<file path="src/rtl/gray_seq_ctrl.sv">
// Gray-coded step sequencer: single/continuous sweeps with prescaler; GRAY_SEQ_DIR_EN enables down counting.
// Outputs registered, no input-to-output path; no backpressure, stop aborts a sweep on the next edge.
module gray_seq_ctrl #(
  parameter int WIDTH    = 4,
  parameter int STEP_DIV = 1
) (
  input  logic             clk,
  input  logic             rst,
  input  logic             start,
  input  logic             stop,
  input  logic             mode,
  input  logic             dir,
  output logic             busy,
  output logic [WIDTH-1:0] bin,
  output logic [WIDTH-1:0] gray,
  output logic             step,
  output logic             done
);

  localparam int PW = (STEP_DIV > 1) ? $clog2(STEP_DIV) : 1;
  localparam logic [PW-1:0] PRESC_LAST = PW'(STEP_DIV - 1);

  typedef enum logic {IDLE = 1'b0, RUN = 1'b1} state_t;

  state_t           state, state_n;
  logic [PW-1:0]    presc, presc_n;
  logic [WIDTH-1:0] bin_n;
  logic [WIDTH-1:0] start_val;
  logic [WIDTH-1:0] bin_adv;
  logic             at_term;
  logic             mode_q, mode_n;
  logic             step_n, done_n;
  logic             load;

`ifdef GRAY_SEQ_DIR_EN
  logic dir_q;

  always_ff @(posedge clk) begin
    if (rst) begin
      dir_q <= 1'b0;
    end else if (load) begin
      dir_q <= dir;
    end
  end

  // The start value follows the live dir input because it is latched on the same edge.
  always_comb begin
    start_val = {WIDTH{dir}};
    at_term   = dir_q ? (bin == '0) : (&bin);
    bin_adv   = dir_q ? (bin - WIDTH'(1)) : (bin + WIDTH'(1));
  end
`else
  logic unused_dir;
  assign unused_dir = dir;

  always_comb begin
    start_val = '0;
    at_term   = &bin;
    bin_adv   = bin + WIDTH'(1);
  end
`endif

  always_ff @(posedge clk) begin
    if (rst) begin
      state  <= IDLE;
      bin    <= '0;
      gray   <= '0;
      presc  <= '0;
      step   <= 1'b0;
      done   <= 1'b0;
      mode_q <= 1'b0;
    end else begin
      state  <= state_n;
      bin    <= bin_n;
      gray   <= bin_n ^ (bin_n >> 1);
      presc  <= presc_n;
      step   <= step_n;
      done   <= done_n;
      mode_q <= mode_n;
    end
  end

  always_comb begin
    state_n = state;
    bin_n   = bin;
    presc_n = presc;
    mode_n  = mode_q;
    step_n  = 1'b0;
    done_n  = 1'b0;
    load    = 1'b0;
    case (state)
      IDLE: begin
        if (start && !stop) begin
          load    = 1'b1;
          mode_n  = mode;
          bin_n   = start_val;
          presc_n = '0;
          state_n = RUN;
        end
      end
      RUN: begin
        // stop outranks any step or terminal event landing on the same edge
        if (stop) begin
          presc_n = '0;
          state_n = IDLE;
        end else if (presc == PRESC_LAST) begin
          presc_n = '0;
          if (at_term && !mode_q) begin
            done_n  = 1'b1;
            state_n = IDLE;
          end else begin
            bin_n  = bin_adv;
            step_n = 1'b1;
          end
        end else begin
          presc_n = presc + PW'(1);
        end
      end
    endcase
  end

  always_comb begin
    busy = (state == RUN);
  end

endmodule

</file>
<file path="config.mk">
export PLATFORM = sky130hd
export DESIGN_NAME = gray_seq_ctrl
export DESIGN_NICKNAME = d
export VERILOG_FILES = /design/src/rtl/gray_seq_ctrl.sv
export SDC_FILE = /design/constraint.sdc
export NUM_CORES = 1
export LEC_CHECK = 0
export ABC_CLOCK_PERIOD_IN_PS = 3300
export CORE_MARGIN = 4
export CORE_UTILIZATION = 38
export DETAILED_ROUTE_END_ITERATION = 7
export GPL_TIMING_DRIVEN = 0
export PLACE_DENSITY = 0.7
export SYNTH_ARGS = -nofsm -noshare
export SYNTH_HDL_FRONTEND = slang
export SYNTH_SLANG_ARGS = --single-unit
</file>
<file path="constraint.sdc">
create_clock -name clk -period 3.3 [get_ports clk]
set_clock_uncertainty 0.2 [all_clocks]
set_input_delay 0.495 -clock clk [delete_from_list [all_inputs] [get_ports clk]]
set_output_delay 0.495 -clock clk [all_outputs]
set_load 0.05 [all_outputs]
</file>
==> results.sh <==
export IMPL_grt_total_usage=0.126
export IMPL_finalCritPeriodShare=0.706
export IMPL_die_width_um=46.5
export IMPL_post_route_drc_count=0
export IMPL_min_path_type="register to register"
export IMPL_cts_reportedPaths_clkPinSlew_ps=70
export IMPL_setup_viol=0
export IMPL_clk_insertion_delay_late_ps=270
export IMPL_cts_resized_gates=0
export IMPL_timing_reg2reg_worst_path_depth=5
export IMPL_floorplan_initialDensity=0.416
export IMPL_syn_inst=61
export IMPL_layout_cells_sized_above_1=0.100
export IMPL_fin_crit_ps=2330
export IMPL_grt_antenna_before_repair=0
export IMPL_grt_first_pass_wirelength_um=1970
export IMPL_critical_path_reg2reg_endpoint="gray[2]"
export IMPL_intPower_mw=0.196
export IMPL_synth_lib_cells_used_distinct=32
export IMPL_synth_seq_cells=11
export IMPL_irDropWorstVdd_mv=0.181
export IMPL_fmax_mhz=429
export IMPL_avgViaCountPerCell=5.40
export IMPL_place_detailed_instances=91
export IMPL_total_power_mw=0.262
export IMPL_final_cell_mix="sky130_fd_sc_hd__clkdlybuf4s50_1 (15), sky130_fd_sc_hd__dfxtp_1 (11), sky130_fd_sc_hd__nor2_1 (6)"
export IMPL_worst_hold_path_num_cells=2
export IMPL_report_final_hold_viol_count=0
export IMPL_p_switching_mw=0.0658
export IMPL_synthDominantAreaCellType="sky130_fd_sc_hd__dfxtp_1"
export IMPL_slowest_stage="sky130_fd_sc_hd__clkdlybuf4s50_1"
export IMPL_die_area_sq_um=2160
export IMPL_coreArea_sq_um=1350
export IMPL_critical_path_endpoint_type="output pin"
export IMPL_critPathMaxStageDelay_ps=780
export IMPL_dieHeight_um=46.5
export IMPL_met3WireLength_um=60
export IMPL_tns_ps=0
export IMPL_portBuffers=15
export IMPL_startpoint_class="register"
export IMPL_wire_per_inst_um=12.4
export IMPL_detailroute_wirelength_met2_um=518
export IMPL_r2r_start="bin[0]"
export IMPL_critical_path_max_fanout=7
export IMPL_critPathBufInv=2
export IMPL_outcome="complete, no violations"
export IMPL_netlist_area_leader_share=0.392
export IMPL_ys_top_cells_by_area="sky130_fd_sc_hd__dfxtp_1 (39%), sky130_fd_sc_hd__mux2i_1 (7.1%), sky130_fd_sc_hd__a2111o_1 (4.0%)"
export IMPL_crit_type="register to output pin"
export IMPL_clock_root_buffer="sky130_fd_sc_hd__clkbuf_4"
export IMPL_power_sequential_fraction=0.523
export IMPL_wl_met1_um=579
export IMPL_num_antenna_cells=0
export IMPL_grt_setup_unrepaired="no"
export IMPL_via_count_of_the_first_global_routing_pass=474
export IMPL_finish_cell_count_without_fillers=95
export IMPL_detailedRoute_firstPassIterationCount=3
export IMPL_p_leak_nw=0.274
export IMPL_synth_area_sq_um=562
export IMPL_clkPwrFrac=0.352
export IMPL_fin_hold_ws_ps=319
export IMPL_critPathRequiredTime_ps=2600
export IMPL_dp_final_hpwl_um=854
export IMPL_syn_num_nets=68
export IMPL_syn_area_per_cell_sq_um=9.21
export IMPL_cts_hold_fix_buffers=0
export IMPL_power_density_nw_per_um2=346
export IMPL_postPlaceCellArea_sq_um=731
export IMPL_gp_congestion=0.772
export IMPL_finalWirelength_um=1180
export IMPL_p_sw_frac=0.251
export IMPL_clock_path_buffers=2
export IMPL_final_common_cell="sky130_fd_sc_hd__clkdlybuf4s50_1"
export IMPL_cts_max_level=1
export IMPL_tritoncts_clock_tree="built"
export IMPL_design_area_sq_um=757
export IMPL_timing_worst_slew_pin_value_ps=533
export IMPL_timing_max_slew_rel_slack=0.641
export IMPL_clock_sink_count=11
export IMPL_crit_chain="buf_4 -> clkdlybuf4s50_1"
export IMPL_area_delta_synth_final_pct=34.7
export IMPL_rrSetupSlack_ps=1190
export IMPL_globalRouteOverflowTotal=0
export IMPL_topRoutingLayerUsed="met4"
export IMPL_finalNetCount=88
export IMPL_hold_path_startpoint="mode_q"
export IMPL_drt_initial_violations=15
export IMPL_worst_hold_path_endpoint="mode_q"
export IMPL_critical_path_top_delay_family="buffers and inverters"
export IMPL_max_cap_violations=0
export IMPL_largest_net_degree_at_the_start_of_global_routing=11
export IMPL_pwr_share_comb=0.125
export IMPL_cts_inserted_buffers=3
export IMPL_placement_rows=13
export IMPL_yosysSeqAreaShare=0.392
export IMPL_crit_start="bin[3]"
export IMPL_cts_repair_timing_setup_buffer_count=0
export IMPL_num_io_pins=17
export IMPL_yosysWarningCount=0
export IMPL_drv_slew=0
export IMPL_ant_nets=0
export IMPL_vias_after_detailed_routing=513
export IMPL_critical_path_arrival_ps=1630
-- kinds of logic (layout without fill, tap and decap cells) --
group | count (synthesis) | count (layout) | synth area share
and+or+nand+nor | 25 | 25 | 0.267
DFF | 11 | 11 | 0.392
AOI/OAI and AO/OA | 15 | 15 | 0.205
adders and majority gates | 1 | 1 | 0.0223
buffers and inverters | 5 | 24 | 0.0423
muxes | 4 | 4 | 0.0713
-- worst max path at each step --
stage / cells after the start / slack (ps) / end
final: 2 / 970 / gray[3]
after global routing: 2 / 870 / gray[3]
after CTS: 2 / 960 / gray[3]
after detailed placement: 5 / 830 / gray[2]
after global placement: 5 / 850 / gray[2]
after floorplan: 5 / 960 / gray[2]
-- metal layers --
layer | track usage | vias up
li1 | - | 263
met1 | 0.160 | 234
met2 | 0.195 | 14
met3 | 0.0273 | 2
met4 | 0.0682 | 0
met5 | 0 | -
-- flip-flops by register name, indices dropped and copies added, names as in the netlist --
signal  cells
bin         4
busy        1
done        1
gray        3
mode_q      1
step        1
-- layout make-up --
type	count	area (sq um)
Buffer	3	16.3
Clock buffer	4	26.3
Fill cell	124	593
Inverter	2	7.51
Multi-Input combinational cell	45	318
Sequential cell	11	220
Tap cell	15	18.8
Timing Repair Buffer	15	150
-- tightest hold or removal path, stage by stage, from the launching register on --
cell and delay (ps):
sky130_fd_sc_hd__dfxtp_1 340, sky130_fd_sc_hd__mux2i_1 70, sky130_fd_sc_hd__nor2_1 70
-- synth_stat cells --
library cell / count
sky130_fd_sc_hd__a2111o_1: 2
sky130_fd_sc_hd__a211o_1: 1
sky130_fd_sc_hd__a211oi_1: 1
sky130_fd_sc_hd__a21bo_1: 1
sky130_fd_sc_hd__a21oi_1: 3
sky130_fd_sc_hd__a21oi_2: 1
sky130_fd_sc_hd__and2_1: 1
sky130_fd_sc_hd__and2b_4: 1
sky130_fd_sc_hd__and3_1: 2
sky130_fd_sc_hd__buf_2: 1
sky130_fd_sc_hd__buf_4: 1
sky130_fd_sc_hd__clkbuf_1: 1
sky130_fd_sc_hd__dfxtp_1: 11
sky130_fd_sc_hd__ha_1: 1
sky130_fd_sc_hd__inv_1: 2
sky130_fd_sc_hd__mux2i_1: 4
sky130_fd_sc_hd__nand2_1: 4
sky130_fd_sc_hd__nand2b_1: 1
sky130_fd_sc_hd__nand3_1: 1
sky130_fd_sc_hd__nand3b_1: 1
sky130_fd_sc_hd__nand4b_1: 1
sky130_fd_sc_hd__nor2_1: 6
sky130_fd_sc_hd__nor3_1: 2
sky130_fd_sc_hd__nor3b_2: 1
sky130_fd_sc_hd__nor4_1: 1
sky130_fd_sc_hd__nor4bb_1: 1
sky130_fd_sc_hd__o211ai_1: 1
sky130_fd_sc_hd__o21a_1: 1
sky130_fd_sc_hd__o21ai_0: 2
sky130_fd_sc_hd__o311ai_0: 1
sky130_fd_sc_hd__o31a_1: 1
sky130_fd_sc_hd__or3b_1: 2
-- metrics by stage --
| stage | worst slack [ps] | util |
|---|---|---|
| global route | 872 | 0.561 |
| CTS | 965 | 0.561 |
| global placement | 846 | 0.541 |
| finish | 970 | 0.561 |
| detailed placement | 828 | 0.541 |
| floorplan | 960 | - |
-- power by group through the flow --
| stage | Sequential (mW) | Clock [mW] | Combinational, mW |
|---|---|---|---|
| finish | 0.137 | 0.0923 | 0.0329 |
| global route | 0.137 | 0.104 | 0.0354 |
| CTS | 0.137 | 0.0936 | 0.0329 |
| detailed placement | 0.140 | 0 | 0.0328 |
| global placement | 0.140 | 0 | 0.0329 |
| floorplan | 0.147 | 0 | 0.0132 |
(Power assumes the default switching activity.)
